**src/rtl/fifo_rd_pkg.sv**
```systemverilog
// Shared constants and small helpers for the FIFO-to-stream reader.
package fifo_rd_pkg;

   localparam int unsigned DATA_WIDTH_DEF = 8;
   localparam int unsigned PKT_LEN_DEF    = 16;
   localparam int unsigned BUF_DEPTH      = 3;
   localparam int unsigned PKT_CNT_W      = 16;

   // Wide enough for occupancy 0..BUF_DEPTH and pointers 0..BUF_DEPTH-1
   typedef logic [1:0] buf_idx_t;

   function automatic buf_idx_t buf_ptr_inc(input buf_idx_t ptr);
      return (ptr == buf_idx_t'(BUF_DEPTH - 1)) ? '0 : ptr + buf_idx_t'(1);
   endfunction

   function automatic int unsigned beat_cnt_w(input int unsigned pkt_len);
      return $clog2(pkt_len + 1);
   endfunction

endpackage

```
**src/rtl/fifo_stream_reader_if.sv**
```systemverilog
// FIFO read side and stream output side of the reader, bundled for port connection.
interface fifo_stream_reader_if #(
   parameter int unsigned DATA_WIDTH = fifo_rd_pkg::DATA_WIDTH_DEF
);
   logic                             fifo_empty;
   logic                             fifo_rd_en;
   logic [DATA_WIDTH-1:0]            fifo_dout;
   logic                             m_valid;
   logic                             m_ready;
   logic [DATA_WIDTH-1:0]            m_data;
   logic                             m_last;
   logic [fifo_rd_pkg::PKT_CNT_W-1:0] pkt_count;

   modport master (
      input  fifo_empty, fifo_dout, m_ready,
      output fifo_rd_en, m_valid, m_data, m_last, pkt_count
   );

   modport slave (
      output fifo_empty, fifo_dout, m_ready,
      input  fifo_rd_en, m_valid, m_data, m_last, pkt_count
   );
endinterface

```
**src/rtl/fifo_stream_reader_buf.sv**
```systemverilog
// stream_buf: 3-entry circular output buffer with push/pop, head and occupancy.
module stream_buf import fifo_rd_pkg::*; #(
   parameter int unsigned DATA_WIDTH = DATA_WIDTH_DEF
) (
   input  logic                  clk,
   input  logic                  rst,
   input  logic                  push,
   input  logic [DATA_WIDTH-1:0] push_data,
   input  logic                  pop,
   output logic [DATA_WIDTH-1:0] head,
   output buf_idx_t              occupancy
);
   typedef logic [DATA_WIDTH-1:0] word_t;

   word_t    mem_q [BUF_DEPTH];
   word_t    mem_d [BUF_DEPTH];
   buf_idx_t rd_ptr_q, rd_ptr_d;
   buf_idx_t wr_ptr_q, wr_ptr_d;
   buf_idx_t occ_q, occ_d;
   logic     push_ok, pop_ok;

   always_comb begin
      pop_ok   = pop && (occ_q != '0);
      // A full buffer may still accept a word when the head leaves the same cycle
      push_ok  = push && ((occ_q != buf_idx_t'(BUF_DEPTH)) || pop_ok);
      mem_d    = mem_q;
      rd_ptr_d = rd_ptr_q;
      wr_ptr_d = wr_ptr_q;
      occ_d    = occ_q;
      if (push_ok) begin
         mem_d[wr_ptr_q] = push_data;
         wr_ptr_d        = buf_ptr_inc(wr_ptr_q);
      end
      if (pop_ok) begin
         rd_ptr_d = buf_ptr_inc(rd_ptr_q);
      end
      case ({push_ok, pop_ok})
         2'b10:   occ_d = occ_q + buf_idx_t'(1);
         2'b01:   occ_d = occ_q - buf_idx_t'(1);
         default: occ_d = occ_q;
      endcase
   end

   always_ff @(posedge clk) begin
      if (rst) begin
         mem_q    <= '{default: '0};
         rd_ptr_q <= '0;
         wr_ptr_q <= '0;
         occ_q    <= '0;
      end else begin
         mem_q    <= mem_d;
         rd_ptr_q <= rd_ptr_d;
         wr_ptr_q <= wr_ptr_d;
         occ_q    <= occ_d;
      end
   end

   assign head      = mem_q[rd_ptr_q];
   assign occupancy = occ_q;

endmodule

```
**src/rtl/fifo_stream_reader.sv**
```systemverilog
// Reads words from a first-word-latency-1 FIFO and emits them as a packetised
// valid/ready stream, with beat and packet counters.
module fifo_stream_reader import fifo_rd_pkg::*; #(
   parameter int unsigned DATA_WIDTH = DATA_WIDTH_DEF,
   parameter int unsigned PKT_LEN    = PKT_LEN_DEF
) (
   input logic                  clk,
   input logic                  rst,
   fifo_stream_reader_if.master bus
);
   localparam int unsigned BEAT_W = beat_cnt_w(PKT_LEN);

   typedef logic [BEAT_W-1:0]    beat_t;
   typedef logic [PKT_CNT_W-1:0] pkt_t;

   localparam beat_t LAST_BEAT = beat_t'(PKT_LEN - 1);

   logic                  rst_hold_q, rst_hold_d;
   logic                  inflight_q, inflight_d;
   beat_t                 beat_q, beat_d;
   pkt_t                  pkt_q, pkt_d;
   logic                  rd_en, valid, fire, last;
   buf_idx_t              occ;
   logic [DATA_WIDTH-1:0] head;

   stream_buf #(.DATA_WIDTH(DATA_WIDTH)) u_buf (
      .clk       (clk),
      .rst       (rst),
      .push      (inflight_q),
      .push_data (bus.fifo_dout),
      .pop       (fire),
      .head      (head),
      .occupancy (occ)
   );

   // rst_hold_q keeps reads off until the cycle after reset deasserts while
   // leaving rd_en a function of registered state and fifo_empty only
   always_comb begin
      rd_en = !rst_hold_q && !bus.fifo_empty &&
              (({1'b0, occ} + {2'b00, inflight_q}) < 3'(BUF_DEPTH));
      valid = (occ != '0);
      fire  = valid && bus.m_ready;
      last  = valid && (beat_q == LAST_BEAT);
   end

   always_comb begin
      rst_hold_d = 1'b0;
      inflight_d = rd_en;
      beat_d     = beat_q;
      pkt_d      = pkt_q;
      if (fire) begin
         if (beat_q == LAST_BEAT) begin
            beat_d = '0;
            pkt_d  = pkt_q + pkt_t'(1);
         end else begin
            beat_d = beat_q + beat_t'(1);
         end
      end
   end

   always_ff @(posedge clk) begin
      if (rst) begin
         rst_hold_q <= 1'b1;
         inflight_q <= 1'b0;
         beat_q     <= '0;
         pkt_q      <= '0;
      end else begin
         rst_hold_q <= rst_hold_d;
         inflight_q <= inflight_d;
         beat_q     <= beat_d;
         pkt_q      <= pkt_d;
      end
   end

   always_comb begin
      bus.fifo_rd_en = rd_en;
      bus.m_valid    = valid;
      bus.m_data     = head;
      bus.m_last     = last;
      bus.pkt_count  = pkt_q;
   end

endmodule

```
**src/flat_wrapper.sv**
```systemverilog
// flat-port wrapper written by rule: the top's interface ports become plain ports
module fifo_stream_reader_flat import fifo_rd_pkg::*;
#(
   parameter int unsigned DATA_WIDTH = DATA_WIDTH_DEF,
   parameter int unsigned PKT_LEN    = PKT_LEN_DEF
)
  (clk, rst, bus_fifo_empty, bus_fifo_dout, bus_m_ready, bus_fifo_rd_en, bus_m_valid, bus_m_data, bus_m_last, bus_pkt_count);
  fifo_stream_reader_if #(.DATA_WIDTH(DATA_WIDTH)) bus_i ();
  input logic clk;
  input logic rst;
  input wire logic [$bits(bus_i.fifo_empty)-1:0] bus_fifo_empty;
  input wire logic [$bits(bus_i.fifo_dout)-1:0] bus_fifo_dout;
  input wire logic [$bits(bus_i.m_ready)-1:0] bus_m_ready;
  output wire logic [$bits(bus_i.fifo_rd_en)-1:0] bus_fifo_rd_en;
  output wire logic [$bits(bus_i.m_valid)-1:0] bus_m_valid;
  output wire logic [$bits(bus_i.m_data)-1:0] bus_m_data;
  output wire logic [$bits(bus_i.m_last)-1:0] bus_m_last;
  output wire logic [$bits(bus_i.pkt_count)-1:0] bus_pkt_count;
  assign bus_i.fifo_empty = bus_fifo_empty;
  assign bus_i.fifo_dout = bus_fifo_dout;
  assign bus_i.m_ready = bus_m_ready;
  assign bus_fifo_rd_en = bus_i.fifo_rd_en;
  assign bus_m_valid = bus_i.m_valid;
  assign bus_m_data = bus_i.m_data;
  assign bus_m_last = bus_i.m_last;
  assign bus_pkt_count = bus_i.pkt_count;
  fifo_stream_reader #(.DATA_WIDTH(DATA_WIDTH), .PKT_LEN(PKT_LEN)) u_core (.clk(clk), .rst(rst), .bus(bus_i));
endmodule
```
**config.mk**
```make
export PLATFORM = sky130hd
export DESIGN_NAME = fifo_stream_reader_flat
export DESIGN_NICKNAME = d
export VERILOG_FILES = /design/src/rtl/fifo_rd_pkg.sv /design/src/rtl/fifo_stream_reader_if.sv /design/src/rtl/fifo_stream_reader_buf.sv /design/src/rtl/fifo_stream_reader.sv /design/src/flat_wrapper.sv
export SDC_FILE = /design/constraint.sdc
export NUM_CORES = 1
export LEC_CHECK = 0
export BUFFER_PORTS_ARGS = -buffer_cell sky130_fd_sc_hd__buf_2
export CORE_ASPECT_RATIO = 1.4
export CORE_MARGIN = 3
export CORE_UTILIZATION = 50
export CTS_CLUSTER_SIZE = 20
export DETAILED_ROUTE_END_ITERATION = 10
export GPL_TIMING_DRIVEN = 0
export HOLD_SLACK_MARGIN = 0.03
export PLACE_DENSITY_LB_ADDON = 0.3
export SLEW_MARGIN = 20
export SYNTH_ARGS = -nofsm -noshare
export SYNTH_HDL_FRONTEND = slang
export SYNTH_SLANG_ARGS = --single-unit
```
**constraint.sdc**
```tcl
create_clock -name clk -period 2.4 [get_ports clk]
set_clock_uncertainty 0.15 [all_clocks]
set_input_delay 0.6 -clock clk [delete_from_list [all_inputs] [get_ports clk]]
set_output_delay 0.6 -clock clk [all_outputs]
set_load 0.02 [all_outputs]
```
# Word-level counts from Yosys, hierarchy flattened
# Cells that the tools add are included.
# totals
inputBits	12
elab_cells	53
out_inout_bits	27
register_bits	53
# classes
n_reduce_logical	13
eq_ne	6
muxes	11
magnitude_cmp	4
bitwise	2
addsub	7
# op_table
op	n
$bwmux 24	1
$mux 8	3
$add 16x1->16 const B	1
$bmux 8 s2	1
$demux 8 s2	1
$logic_and 1x1->1	7
$add 2x1->2 const B	3
$eq 2x2->1 const B	3
$ge 3x3->1 const B	2
$not 2->3	2
$add 5x1->5 const B	1
$eq 5x4->1 const B	1
$mux 5	1
$mux 2	2
$pmux 2 s2	1
$reduce_bool 2->1	2
$add 2x1->3	1
$lt 3x1->1 const B	1
$lt 3x2->1 const B	1
$eq 2x1->1 const B	1
$logic_not 1->1	2
$ne 2x2->1 const B	1
$reduce_and 2->1	1
$sub 2x1->2 const B	1
2 further kinds	2

# Logic depth before layout (Yosys ltp)
# logic_depth
word_depth	7
ltp_mapped	6
depth_no_buf	5

# By module
# From an unflattened synthesis, not the netlist that was laid out.
# hier_totals
hier_cells	272
hier_area_um2	2493.6
# by_module_without_submodules
module	area_each_um2	cells_per_inst	instances	seq_area_each_um2
stream_buf	1430.1	148	1	600.6
fifo_stream_reader	1063.5	124	1	460.4

# Worst setup path before layout
# OpenSTA, ideal clock, no wires.
# synth_timing
path_type	flip-flop to output port
startpoint	register u_core.u_buf.occ_q[0] (netlist: u_core.u_buf.occupancy[0])
endpoint	output port bus_fifo_rd_en
setup_slack_ns	-0.380
path_stages_with_launch	4
arrival_ns	2.030
required_time_ns	1.650
path_buffers	0
cell_sequence	dfxtp_1 > ha_1 > ha_1 > a2111oi_0
# synth_between
elab_chain_len	3
# synth_rtl
item	line	rtl
start: declaration	fifo_stream_reader_buf.sv:19	buf_idx_t occ_q, occ_d;
start signal: assignment	fifo_stream_reader_buf.sv:49	occ_q <= '0;
start signal: assignment	fifo_stream_reader_buf.sv:54	occ_q <= occ_d;
$add 2x1->3	fifo_stream_reader.sv:40	(({1'b0, occ} + {2'b00, inflight_q}) < 3'(BUF_DEPTH));
$lt 3x2->1	fifo_stream_reader.sv:40	
$logic_and 1x1->1	fifo_stream_reader.sv:39	rd_en = !rst_hold_q && !bus.fifo_empty &&
end: declaration	flat_wrapper.sv:14	output wire logic [$bits(bus_i.fifo_rd_en)-1:0] bus_fifo_rd_en;
# No other way between the ends.

# Worst setup path in the final report
# Ends and elaborated chain as after synthesis.

==> flow_metrics.tcl <==
set metrics [dict create \
    maxCapViolCount 0 \
    syn2layout_area_growth_pct 19.27 \
    ant_nets 0 \
    gp_congestion 0.8215 \
    clock-sinks 53 \
    synth_area_leader_cell "dfxtp_1" \
    p_int_mw 1.138 \
    rr_endpoint "u_core.bus.pkt_count[14]$_SDFFE_PP0P_" \
    rr_worst_depth 7 \
    clkPwrFrac_pct 34.4 \
    grt_usage_pct 18.94 \
    io_buffers 38 \
    p_leak_nw 1.192 \
    finalMaxSlewViolations 0 \
    ir_drop_uv 413.9 \
    cts_buffer_depth 2 \
    dp_cells 363 \
    min_to "u_core.rst_hold_q$_DFF_P_" \
    relSlewSlack_pct 52.37 \
    overflow 0 \
    drt-total-wl_um 4781 \
    fmax_mhz 428.6 \
    critical_path_class "register to output port" \
    core_area_um2 4344 \
    crit_required_ps 1650 \
    crit_start "u_core.u_buf.occupancy[0]$_SDFFE_PP0P_" \
    post-route-min-period_ps 2333 \
    crit_arrival_ps 1580 \
    via_per_inst 5.343 \
    synthTopCellsByArea "dfxtp_1 (46%), mux2i_1 (14%), nor2_1 (6.6%), nand2_1 (3.7%), a21oi_1 (3.4%)" \
    yosysSeqAreaShare_pct 45.52 \
    clk_latency_ps 300 \
    drive_gt1_share_pct 21.73 \
    grt_pass1_wl_um 8418 \
    r2r_slack_ps 120 \
    ios 39 \
    start_kind "register" \
    grt_max_degree 19 \
    setup_viol 0 \
    power_mw 1.508 \
    nNetsFinal 328 \
    r2r-start "u_core.beat_q[0]$_SDFFE_PP0P_" \
    synth_warnings 0 \
    synthCells 265 \
    finalNonFillerCells 373 \
    numCtsBuffers 5 \
    p_switching_uw 370.1 \
    hold_class "input port to register" \
    powerDensity_nw_per_um2 542.4 \
    synthMuxAreaShare_pct 13.74 \
    sw_frac_of_total_pct 24.55 \
    cp_max_fo 2 \
    drt_iter0_drc 67 \
    yosys_register_bits 53 \
    synth_edf_count 0 \
    syn_nets 281 \
    start_util_pct 53.66 \
    syn_area_per_cell_um2 8.796 \
    antenna-diode-count 0 \
    synth_top_family_by_area "simple AND/OR/NAND/NOR gates" \
    final_cell_mix "dfxtp_1 (48), buf_2 (41), nor2_1 (41)" \
    p_seq_share_pct 59.4 \
    clk_pin_slew_worst_paths_ps 90 \
    synthAdderAreaFrac_pct 2.147 \
    row_count 28 \
    min-delay-start "rst" \
    synthArstFlopShare_pct 0 \
    synth_cell_types 34 \
    vias 1993 \
    fin_setup_tns_ps 0 \
    combPwrFrac_pct 6.2 \
    min_path_cells 1 \
    dieHeight_um 86.79 \
    dp_hpwl_um 3404 \
    yosysTopAreaCellShare_pct 45.52 \
    final_common_cell "dfxtp_1" \
    crit_path_end_kind "output port" \
    htreeDepth 2 \
    hold_viol_final 0 \
    fp.dieW_um 63.71 \
    die-area_um2 5529 \
    synth_flop_cell "dfxtp_1" \
    cts_tree "yes" \
    period_share_pct 97.21 \
    drc 0 \
    status "completed" \
    dr.pass1.iters 4 \
    cts_root_buf "clkbuf_8" \
    synth-simple-area-share_pct 22.11 \
    synth_area_um2 2331 \
    grt_pass1_vias 1928 \
    antenna_found_initial 0 \
    drt-wirelength-per-cell_um 12.82 \
    tightest_slew_ps 714.5 \
    synth_xor_area_share_pct 3.382 \
    synth_compound_area_share_pct 9.554 \
]
-- repair_timing --
item / CTS / global route
endpoints found under the setup margin: 10 / 2
pin swaps: 1 / 1
gates resized for setup: 12 / 6
buffers inserted: 2 / 2
hold buffers: 0 / 0
-- stage by stage --
step           hold slack [ps]  cell area, µm²  util [%]  worst slack [ps]
6_report                 253.8            2780     64.00             66.93
5_1_grt                  242.9            2780     64.00            -7.614
3_3_place_gp             285.9            2603     59.91            -39.16
2_1_floorplan            274.7            2337         -             159.1
4_1_cts                  240.9            2748     63.25             15.69
3_5_place_dp             298.2            2603     59.91            -15.37
-- layout make-up --
type / instances / area [µm²]
fill: 396 / 1564
multi-input combinational: 191 / 1234
sequential: 53 / 1072
timing repair buffer: 42 / 222.7
tap: 60 / 75.07
clock buffer: 5 / 68.82
buffer: 15 / 66.31
clock inverter: 3 / 26.28
inverter: 4 / 15.01
-- flip-flops by register name, summed over array words and instances, names as in the netlist --
register / count
u_core.bus.pkt_count: 16
u_core.rst_hold_q: 1
u_core.beat_q: 5
u_core.inflight_q: 1
u_core.u_buf.rd_ptr_q: 2
u_core.u_buf.occupancy: 2
u_core.u_buf.mem_q: 24
u_core.u_buf.wr_ptr_q: 2
-- power groups by stage --
stage / clock [mW] / combinational [mW] / sequential, mW
3_3_place_gp: 0 / 0.0863 / 0.917
5_1_grt: 0.559 / 0.104 / 0.898
6_report: 0.518 / 0.0933 / 0.896
4_1_cts: 0.534 / 0.0930 / 0.896
3_5_place_dp: 0 / 0.0881 / 0.917
2_1_floorplan: 0 / 0.0555 / 0.915
-- critical path, stage by stage (launching register included) --
cell and delay, ps:
dfxtp_4 360, ha_4 160, ha_4 210, a2111oi_4 350
buf_4 200
-- kinds of logic after synthesis --
family | after synthesis
xor+xnor | 9
compound gates | 39
buf+inv | 21
simple gates | 107
mux | 32
fa+ha+maj | 4
flops | 53
-- worst max-delay path by stage --
stage / to / slack [ps] / cells after the start
floorplan: bus_fifo_rd_en / 160 / 3
global placement: bus_m_data[7] / -40 / 5
detailed placement: bus_m_data[7] / -20 / 5
CTS: bus_m_last / 20 / 5
global route: bus_m_last / -8 / 5
finish: bus_fifo_rd_en / 70 / 4
-- cells in the mapped netlist (all sizes together) (4+ instances only) --
| cell type | count |
|---|---|
| nor2 | 41 |
| a21oi | 16 |
| dfxtp | 53 |
| xnor2 | 8 |
| ha | 4 |
| nand2 | 23 |
| mux2i | 32 |
| buf | 4 |
| clkbuf | 13 |
| o22ai | 7 |
| nor3 | 5 |
| nand4b | 4 |
| o21ai | 11 |
| or3 | 6 |
| inv | 4 |
| nand3 | 8 |
-- per-layer routing --
| metal | wire length (µm) | GRT usage (%) | up-vias | share of wire [%] |
|---|---|---|---|---|
| met5 | 0 | 0 | - | 0 |
| met4 | 58 | 6.876 | 0 | 1.2 |
| met3 | 170 | 3.632 | 5 | 3.6 |
| met2 | 2579 | 35.55 | 35 | 54 |
| met1 | 1972 | 20.93 | 934 | 41 |
| li1 | - | - | 1019 | - |
Power figures use the tool's default switching activity.
